<file path="src/rtl/mem_pkg.sv">
// Shared encodings for the data memory bank: access sizes, bank state and
// the size-to-alignment helper.
package mem_pkg;

    localparam logic [1:0] SIZE_BYTE  = 2'd0;
    localparam logic [1:0] SIZE_HALF  = 2'd1;
    localparam logic [1:0] SIZE_WORD  = 2'd2;
    localparam logic [1:0] SIZE_DWORD = 2'd3;

    typedef enum logic {
        CLEAR = 1'b0,
        READY = 1'b1
    } memState_t;

    // Low address bits that must be zero for an access of the given size.
    function automatic logic [2:0] alignMask(input logic [1:0] size);
        case (size)
            SIZE_BYTE: return 3'b000;
            SIZE_HALF: return 3'b001;
            SIZE_WORD: return 3'b011;
            default:   return 3'b111;
        endcase
    endfunction

endpackage

</file>
<file path="src/rtl/mem_lane_align.sv">
// Byte-lane steering for the data memory bank: store byte enables and merge
// into the old word, and load shift-down with sign/zero extension.
module mem_lane_align
    import mem_pkg::*;
#(
    parameter int DATA_WIDTH = 32
) (
    input  logic [1:0]                       size,
    input  logic                             isSigned,
    input  logic [$clog2(DATA_WIDTH/8)-1:0]  laneOffset,
    input  logic [DATA_WIDTH-1:0]            storeData,
    input  logic [DATA_WIDTH-1:0]            oldWord,
    output logic [DATA_WIDTH/8-1:0]          byteEnable,
    output logic [DATA_WIDTH-1:0]            mergedWord,
    output logic [DATA_WIDTH-1:0]            loadData
);

    localparam int BYTES    = DATA_WIDTH / 8;
    localparam int BIT_IDXW = $clog2(DATA_WIDTH);

    logic [3:0]            byteCount;
    logic [BIT_IDXW-1:0]   topBit;
    logic [DATA_WIDTH-1:0] shiftedStore;
    logic [DATA_WIDTH-1:0] shiftedLoad;
    logic                  signBit;

    assign shiftedStore = storeData << {laneOffset, 3'b000};
    assign shiftedLoad  = oldWord >> {laneOffset, 3'b000};
    assign signBit      = isSigned & shiftedLoad[topBit];

    // Access width in bytes and the index of the loaded value's sign bit.
    // NOTE: every output of an always_comb is assigned on every path so no latch is inferred.
    always_comb begin
        case (size)
            SIZE_BYTE: begin byteCount = 4'd1; topBit = BIT_IDXW'(7);  end
            SIZE_HALF: begin byteCount = 4'd2; topBit = BIT_IDXW'(15); end
            SIZE_WORD: begin byteCount = 4'd4; topBit = BIT_IDXW'(31); end
            default:   begin byteCount = 4'd8; topBit = BIT_IDXW'(DATA_WIDTH - 1); end
        endcase
    end

    // Enable the lanes covered by the access and merge store bytes into them.
    always_comb begin
        for (int b = 0; b < BYTES; b++) begin
            byteEnable[b] = (b >= int'(laneOffset)) &&
                            (b < int'(laneOffset) + int'(byteCount));
            mergedWord[b*8 +: 8] = byteEnable[b] ? shiftedStore[b*8 +: 8]
                                                 : oldWord[b*8 +: 8];
        end
    end

    // Keep the bits of the access, replicate the sign (or zero) above them.
    always_comb begin
        for (int i = 0; i < DATA_WIDTH; i++) begin
            loadData[i] = (i <= int'(topBit)) ? shiftedLoad[i] : signBit;
        end
    end

endmodule

</file>
<file path="src/rtl/data_memory_bank.sv">
// Byte-addressed MEM-stage data memory with sized loads/stores, a one-cycle
// registered request/response handshake, fault reporting and a post-reset
// zero-fill sequence.
module data_memory_bank
    import mem_pkg::*;
#(
    parameter int DATA_WIDTH     = 32,
    parameter int DEPTH          = 128,
    parameter int ADDR_WIDTH     = 32,
    parameter int CLEAR_ON_RESET = 1,
    parameter     INIT_FILE      = ""
) (
    input  logic                  clk,
    input  logic                  reset,
    input  logic                  req_valid,
    output logic                  req_ready,
    input  logic                  req_write,
    input  logic [1:0]            req_size,
    input  logic                  req_signed,
    input  logic [ADDR_WIDTH-1:0] req_addr,
    input  logic [DATA_WIDTH-1:0] req_wdata,
    output logic                  rsp_valid,
    output logic [DATA_WIDTH-1:0] rsp_rdata,
    output logic                  rsp_error
);

    localparam int BYTES = DATA_WIDTH / 8;
    localparam int OFF_W = $clog2(BYTES);
    localparam int IDX_W = $clog2(DEPTH);
    localparam logic [ADDR_WIDTH:0] MEM_BYTES = (ADDR_WIDTH + 1)'(DEPTH * BYTES);

    logic [DATA_WIDTH-1:0] mem [DEPTH];

    memState_t             state;
    logic [IDX_W-1:0]      clrIdx;
    logic                  readyQ;

    logic                  accept;
    logic                  sizeFault;
    logic                  alignFault;
    logic                  rangeFault;
    logic                  fault;
    logic [IDX_W-1:0]      wordIdx;
    logic [OFF_W-1:0]      laneOffset;
    logic [DATA_WIDTH-1:0] oldWord;
    logic [DATA_WIDTH-1:0] mergedWord;
    logic [DATA_WIDTH-1:0] loadData;
    logic [BYTES-1:0]      byteEnable;

    assign req_ready  = readyQ;
    assign accept     = req_valid && readyQ;

    assign wordIdx    = req_addr[OFF_W +: IDX_W];
    assign laneOffset = req_addr[OFF_W-1:0];
    assign oldWord    = mem[wordIdx];

    // A doubleword only exists in the 64-bit build; any fault blocks the write.
    assign sizeFault  = (req_size == SIZE_DWORD) && (DATA_WIDTH == 32);
    assign alignFault = |(req_addr[2:0] & alignMask(req_size));
    assign rangeFault = {1'b0, req_addr} >= MEM_BYTES;
    assign fault      = sizeFault || alignFault || rangeFault;

    mem_lane_align #(
        .DATA_WIDTH (DATA_WIDTH)
    ) u_lane_align (
        .size       (req_size),
        .isSigned   (req_signed),
        .laneOffset (laneOffset),
        .storeData  (req_wdata),
        .oldWord    (oldWord),
        .byteEnable (byteEnable),
        .mergedWord (mergedWord),
        .loadData   (loadData)
    );

    // Bank state: walk clrIdx over every word after reset, then accept requests.
    // NOTE: sequential state uses non-blocking assignments so all registers update together at the edge.
    always_ff @(posedge clk) begin
        if (reset) begin
            state  <= (CLEAR_ON_RESET != 0) ? CLEAR : READY;
            clrIdx <= '0;
            readyQ <= 1'b0;
        end else begin
            case (state)
                CLEAR: begin
                    if (clrIdx == IDX_W'(DEPTH - 1)) begin
                        state  <= READY;
                        readyQ <= 1'b1;
                    end else begin
                        clrIdx <= clrIdx + 1'b1;
                    end
                end
                READY:   readyQ <= 1'b1;
                default: state  <= READY;
            endcase
        end
    end

    // Storage writes: zero-fill during CLEAR, lane-masked stores when READY.
    // NOTE: the array has no reset branch; zeroing is done word by word by the CLEAR walk.
    always_ff @(posedge clk) begin
        if (!reset) begin
            if (state == CLEAR) begin
                mem[clrIdx] <= '0;
            end else if (accept && req_write && !fault) begin
                for (int b = 0; b < BYTES; b++) begin
                    if (byteEnable[b]) begin
                        mem[wordIdx][b*8 +: 8] <= mergedWord[b*8 +: 8];
                    end
                end
            end
        end
    end

    // Registered response, one cycle after acceptance, data only for good loads.
    always_ff @(posedge clk) begin
        if (reset) begin
            rsp_valid <= 1'b0;
            rsp_error <= 1'b0;
            rsp_rdata <= '0;
        end else begin
            rsp_valid <= accept;
            rsp_error <= accept && fault;
            rsp_rdata <= (accept && !req_write && !fault) ? loadData : '0;
        end
    end

endmodule

</file>
<file path="config.mk">
export PLATFORM = sky130hd
export DESIGN_NAME = data_memory_bank
export DESIGN_NICKNAME = d
export VERILOG_FILES = /design/src/rtl/mem_pkg.sv /design/src/rtl/mem_lane_align.sv /design/src/rtl/data_memory_bank.sv
export SDC_FILE = /design/constraint.sdc
export NUM_CORES = 2
export LEC_CHECK = 0
export CORE_MARGIN = 2
export CORE_UTILIZATION = 32
export DETAILED_ROUTE_END_ITERATION = 16
export HOLD_SLACK_MARGIN = 0.08
export PLACE_DENSITY_LB_ADDON = 0.25
export SYNTH_ARGS = -nofsm -noshare
export SYNTH_HDL_FRONTEND = slang
export SYNTH_SLANG_ARGS = --single-unit
export TNS_END_PERCENT = 1
</file>
<file path="constraint.sdc">
create_clock -name clk -period 12.86 [get_ports clk]
set_input_delay 2.572 -clock clk [delete_from_list [all_inputs] [get_ports clk]]
set_output_delay 2.572 -clock clk [all_outputs]
set_load 0.05 [all_outputs]
</file>
## Word-level counts from Yosys, hierarchy flattened

Memories as Yosys holds them, arrays and structs flattened.
Index checks and enable logic that the tools add are counted.

- Add/sub/neg operators: 2
- Magnitude comparators: 40
- Eq/ne operators: 5
- Shift-type cells: 2
- Muxes and demuxes: 70
- Bitwise operators: 5
- Reductions and logical operators: 18

Operator list:

| operator | count |
|---|---|
| 5-bit less-or-equal comparator (first input constant) | 16 |
| 3-bit by 32-bit less-than comparator with 1-bit output (first input constant) | 2 |
| 1-bit 2-to-1 mux | 58 |
| 4-bit by 5-bit less-or-equal comparator with 1-bit output (first input constant) | 8 |
| 32-bit by 10-bit >= comparator with 1-bit output (second input constant) | 1 |
| 1-bit by 32-bit less-than comparator with 1-bit output (first input constant) | 1 |
| 2-bit by 32-bit less-than comparator with 1-bit output (first input constant) | 1 |
| 32-bit 2-to-1 mux | 1 |
| 8-bit 2-to-1 mux | 4 |
| 32-bit OR reduction | 1 |
| 32-bit by 5-bit left shift with 32-bit output | 1 |
| 32-bit by 5-bit right shift with 32-bit output | 1 |
| 3-bit by 5-bit less-or-equal comparator with 1-bit output (first input constant) | 4 |
| 4-bit case mux with 3 select lines | 1 |
| 2-bit by 5-bit less-or-equal comparator with 1-bit output (first input constant) | 2 |
| 5-bit case mux with 2 select lines | 1 |
| 1-bit logical AND | 9 |
| 3-bit case mux with 3 select lines | 1 |
| 7-bit by 1-bit adder with 7-bit output (second input constant) | 1 |
| 7-bit == test (second input constant) | 1 |
| 7-bit 2-to-1 mux | 1 |
| 5-bit by 6-bit less-than comparator with 1-bit output (second input constant) | 1 |
| 2-bit by 4-bit adder with 5-bit output | 1 |
| 1-bit binary-select mux with 5-bit select | 1 |
| other kinds (17) | 23 |

- Flip-flop bits (word level): 43
- Memory bits (writable): 4096
- Output and inout port bits: 35
- Word-level logic and storage cells: 149
- Memories kept: 1

Memories:

| memory | depth | bits a word | rd ports | clocked after memory_dff | wr ports | RTL line | RTL |
|---|---|---|---|---|---|---|---|
| mem | 128 | 32 | 1 | 0 | 1 | data_memory_bank.sv:32 | `logic [DATA_WIDTH-1:0] mem [DEPTH];` |

## Logic depth before layout (Yosys ltp)

- Depth in word-level cells: 14
- Gate-level depth with buffers: 17
- Depth with buffers taken out: 12

## Hierarchy

Synthesis repeated with hierarchy kept, for this count alone.

- Cell total of the unflattened synthesis: 6864
- Area total of the unflattened synthesis: 160960.6 µm²

Modules (own cells, without submodules):

| module | instances | cells each | area each (µm²) | seq. area each (µm²) |
|---|---|---|---|---|
| data_memory_bank | 1 | 6631 | 159331.6 | 123858.8 |
| mem_lane_align | 1 | 233 | 1629.1 | 0.0 |

## Least setup slack after synthesis

No wires, ideal clock.

- Kind: input -> register
- Start: in req_size[0]
- End: mem mem[0][14] (data pin)
- Setup time: 1.229 ns
- Arrival time: 10.211 ns
- Path slack: 1.420 ns
- Cell stages on the path: 10
- Path buffers: 1
- Cells stage by stage: nor2_1 -> ha_1 -> inv_1 -> fa_1 -> a22oi_1 -> clkinv_1 -> a21oi_1 -> clkbuf_1 -> nor2_1 -> a211oi_1

- Longest elaborated chain between the ends: 14
- Elaborated cells between the ends (all ways): 43
- Classes of those cells: add/sub: 1; order compare: 4; eq/ne: 3; mux: 24; bitwise: 1; reduce/logical: 10

RTL lines:

| element | RTL line | RTL |
|---|---|---|
| from (decl) | data_memory_bank.sv:18 | `input logic [1:0] req_size,` |
| parallel branches: the longest is 13 deep, another holds 1-bit by 32-bit less-than comparator with 1-bit output | -- |  |
| 32-bit 2-to-1 mux (no line) * | -- |  |
| to (decl) | data_memory_bank.sv:32 |  |

Every way passes the cells marked *.

## Final worst setup path

- Start: in req_size[0]
- End: mem mem[5][11] (enable)

- Longest elaborated chain between the ends: 14
- Elaborated cells between the ends (all ways): 43
- Classes of those cells: add/sub: 1; order compare: 4; eq/ne: 3; mux: 24; bitwise: 1; reduce/logical: 10

RTL lines:

| element |
|---|
| parallel branches: the longest is 14 deep, another holds 1-bit by 32-bit less-than comparator with 1-bit output |

Parallel ways; which one is timed is not known.

==> results.md <==
- Status: finished with violations
- Violated checks: capacitance limit, slew limit
- Synth cell count leaders: edfxtp_1, mux4_2, nor4_1
- PnR Total Power: 28.3 mW
- Synth Area in XOR/XNOR: 0.0215%
- Main synth FF type: edfxtp_1
- Crit path DAT: 9.16 ns
- DRC viols: 0
- Async SR Flop Fraction: 0%
- Yosys warning count: 0
- Wire length of the first global-routing pass: 670000 microns
- Routed len/inst: 31.6 microns
- Setup tns final: 0 ns
- Dpl hpwl: 295000 microns
- First-pass DRT Iterations: 6
- Port Buffers: 105
- Final net count: 8069
- Root Buffer: clkbuf_16
- CTS resizes: 0
- Largest family of logic cells by synthesized area: multiplexers
- Routed via count: 81900
- Drt via density: 5.42
- Core box area: 508000 sq um
- Initial antenna violation count: 38
- Initial Util: 32.1%
- Max-Cap Viols: 1
- CTS Buffer Depth: 4
- Critical path data required time: 13.47 ns
- Max stage delay cell, worst path: a21oi_4
- Die height: 718 microns
- Slowest stage delay, CP: 1.31 ns
- Startpoint class of the critical path: input port
- Crit-path cells: clkdlybuf4s50_1 -> nor2_1 -> buf_4 -> ha_1 -> inv_1 -> fa_1 -> a22oi_1 -> buf_4 -> clkinv_1 -> a21oi_4 -> a21oi_4 -> buf_4 -> buf_4 -> or3_1 -> nor2_1
- RSZ-0062 raised after global routing: false
- Number of synthesized flops with an enable pin: 4096
- Final Hold Fails: 0
- Hold_buf cts: 0
- Pins Over Slew Limit: 9
- Count leader, synth: edfxtp_1
- Largest net degree at the start of global routing: 129
- Area Overhead vs Synth: 16.5%
- Critical Path End Type: flop
- Netlist Area Pre-Place: 163000 sq um
- PD cells: 149 nW/um^2
- CTS H-tree lvls: 5
- Slew headroom: -5.74%
- Inserted Clock Buffers: 424
- Mapped Cells: 7456
- Complex-gate fraction of the synthesized area: 1.64%
- # Post-CTS Setup Buffers: 0
- Tmin final: 8.55 ns
- I/O pin total: 106
- Sequential-to-total area share from yosys stat: 76.0%
- Finish-stage setup viols: 0
- Initial DRC count: 9899
- Post-DRT Antenna Nets: 0
- Final WL: 477000 microns
- Max VDD drop: 111 uV
- Syn avg cell area: 21.9 sq um
- Clk sinks: 4139
- Post-synthesis simple-gate area fraction: 3.18%
- Post-synthesis mux area share: 17.3%
- Post-synthesis net count: 7531
- CP max FO: 43
- CTS tree: done
- Die area: 515000 sq um
- Hold_ws: 0.478 ns
- Worst-path clk slew: 0.06 ns
- Post-route clock skew: 0.0778 ns
- Standard-cell rows: 262
- Synth Area in Adders: 0.0353%
- Static leakage: 61.8 nW
- Die Wd: 718 microns
- Post-synthesis register bit count: 4139
- Synth top area share: 75.4%
- Pin slew with the least headroom to its limit: 1.58 ns
- Peak Freq: 117 MHz
- Share of post-route cells with drive strength above 1: 30.7%
- Top post-synthesis cells by area: edfxtp_1, mux4_2, nor4_1
- Vias in the first global route: 83000
- Final Non-Filler Cells: 15100
- Post-Place Cells: 14300
- Setup CP Type: input port to flop
- GP Congestion: 0.871
- Tcrit/Tclk final: 66.5%
- Yosys cell types: 75
- CP dominant cell by count: buf_4
- Gr usage total: 18.1%
- Hold crit path type: flop to flop
- Synth area leader: edfxtp_1
- Grt ovf: 0
- Worst skew pair latency: 1.03 ns
[metrics by stage]
| step | util [%] | setup slack [ns] | instance area, sq um |
|---|---|---|---|
| 2_1_floorplan | - | 1.42 | 163000 |
| 3_3_place_gp | 34.6 | 3.32 | 176000 |
| 3_5_place_dp | 34.6 | 3.46 | 176000 |
| 4_1_cts | 37.3 | 4.57 | 190000 |
| 5_1_grt | 37.3 | 4.18 | 190000 |
| 6_report | 37.4 | 4.31 | 190000 |
[power by group]
part | internal, mW | switching [mW]
Clock | 7.21 | 5.28
Combinational | 0.382 | 0.759
Sequential | 14.6 | 0.00759
Total | 22.2 | 6.04
[worst paths after layout]
path                                   from    endpoint  slack [ns]  cells after the start
worst min-delay path              req_ready   req_ready        0.48                      2
worst max register to register    req_ready  mem[7][24]        8.06                      9
worst min register to register    req_ready   req_ready        0.48                      2
worst max-delay path            req_size[0]  mem[5][11]        4.31                     15
[worst max-delay path, delay by kind of cell]
| kind | cells | cell delay (ns) |
|---|---|---|
| buffers and inverters | 7 | 2.81 |
| AOI/OAI and AO/OA | 3 | 1.64 |
| and+or+nand+nor | 3 | 1.39 |
| adders and majority gates | 2 | 0.60 |
[kinds of logic after synthesis]
kind of cell	after synthesis
flops	4139
mux	1395
simple gates	948
buf+inv	595
compound gates	371
xor+xnor	4
fa+ha+maj	4
[cell type report]
cell class	count	area, sq um
clock buffer	513	11100
timing repair buffer	690	5820
multi-input combinational	2722	37700
inverter	17	78.8
clock inverter	257	2950
sequential	4139	124000
tap	6732	8420
fill	45500	318000
antenna	34	85.1
[cell usage in the layout, fill, tap and decap left out, types with 16 or more instances in the layout]
cell type and n:
a211oi_1 19, a211oi_4 16, a21oi_1 29, a22oi_1 49, buf_12 29, buf_4 559, bufinv_16 54, clkbuf_1 80
clkbuf_16 428, clkdlybuf4s50_1 96, clkinv_1 97, clkinv_2 70, dfxtp_1 43, diode_2 34, edfxtp_1 4096, mux2i_1 235
mux4_2 1138, nand2_1 162, nand3_1 45, nor2_1 112, nor2b_1 20, nor4_1 368, nor4_2 133, o211ai_1 21
o21ai_0 18, o21ai_1 25, o21bai_1 16, o22ai_1 42
[routing by layer]
layer | global-route usage, % | vias to the layer above | part of all wire, %
met3 | 4.69 | 647 | 8.9
met5 | 0 | - | 0.030
li1 | - | 33200 | -
met4 | 4.40 | 22 | 2.6
met2 | 27.5 | 3502 | 45
met1 | 25.9 | 44500 | 43
[sequential cells by signal, indices dropped and copies added (netlist names)]
name,cells
clrIdx,7
mem,4096
req_ready,1
rsp_error,1
rsp_rdata,32
rsp_valid,1
state,1
No activity file was read; power rests on OpenSTA's default activity.
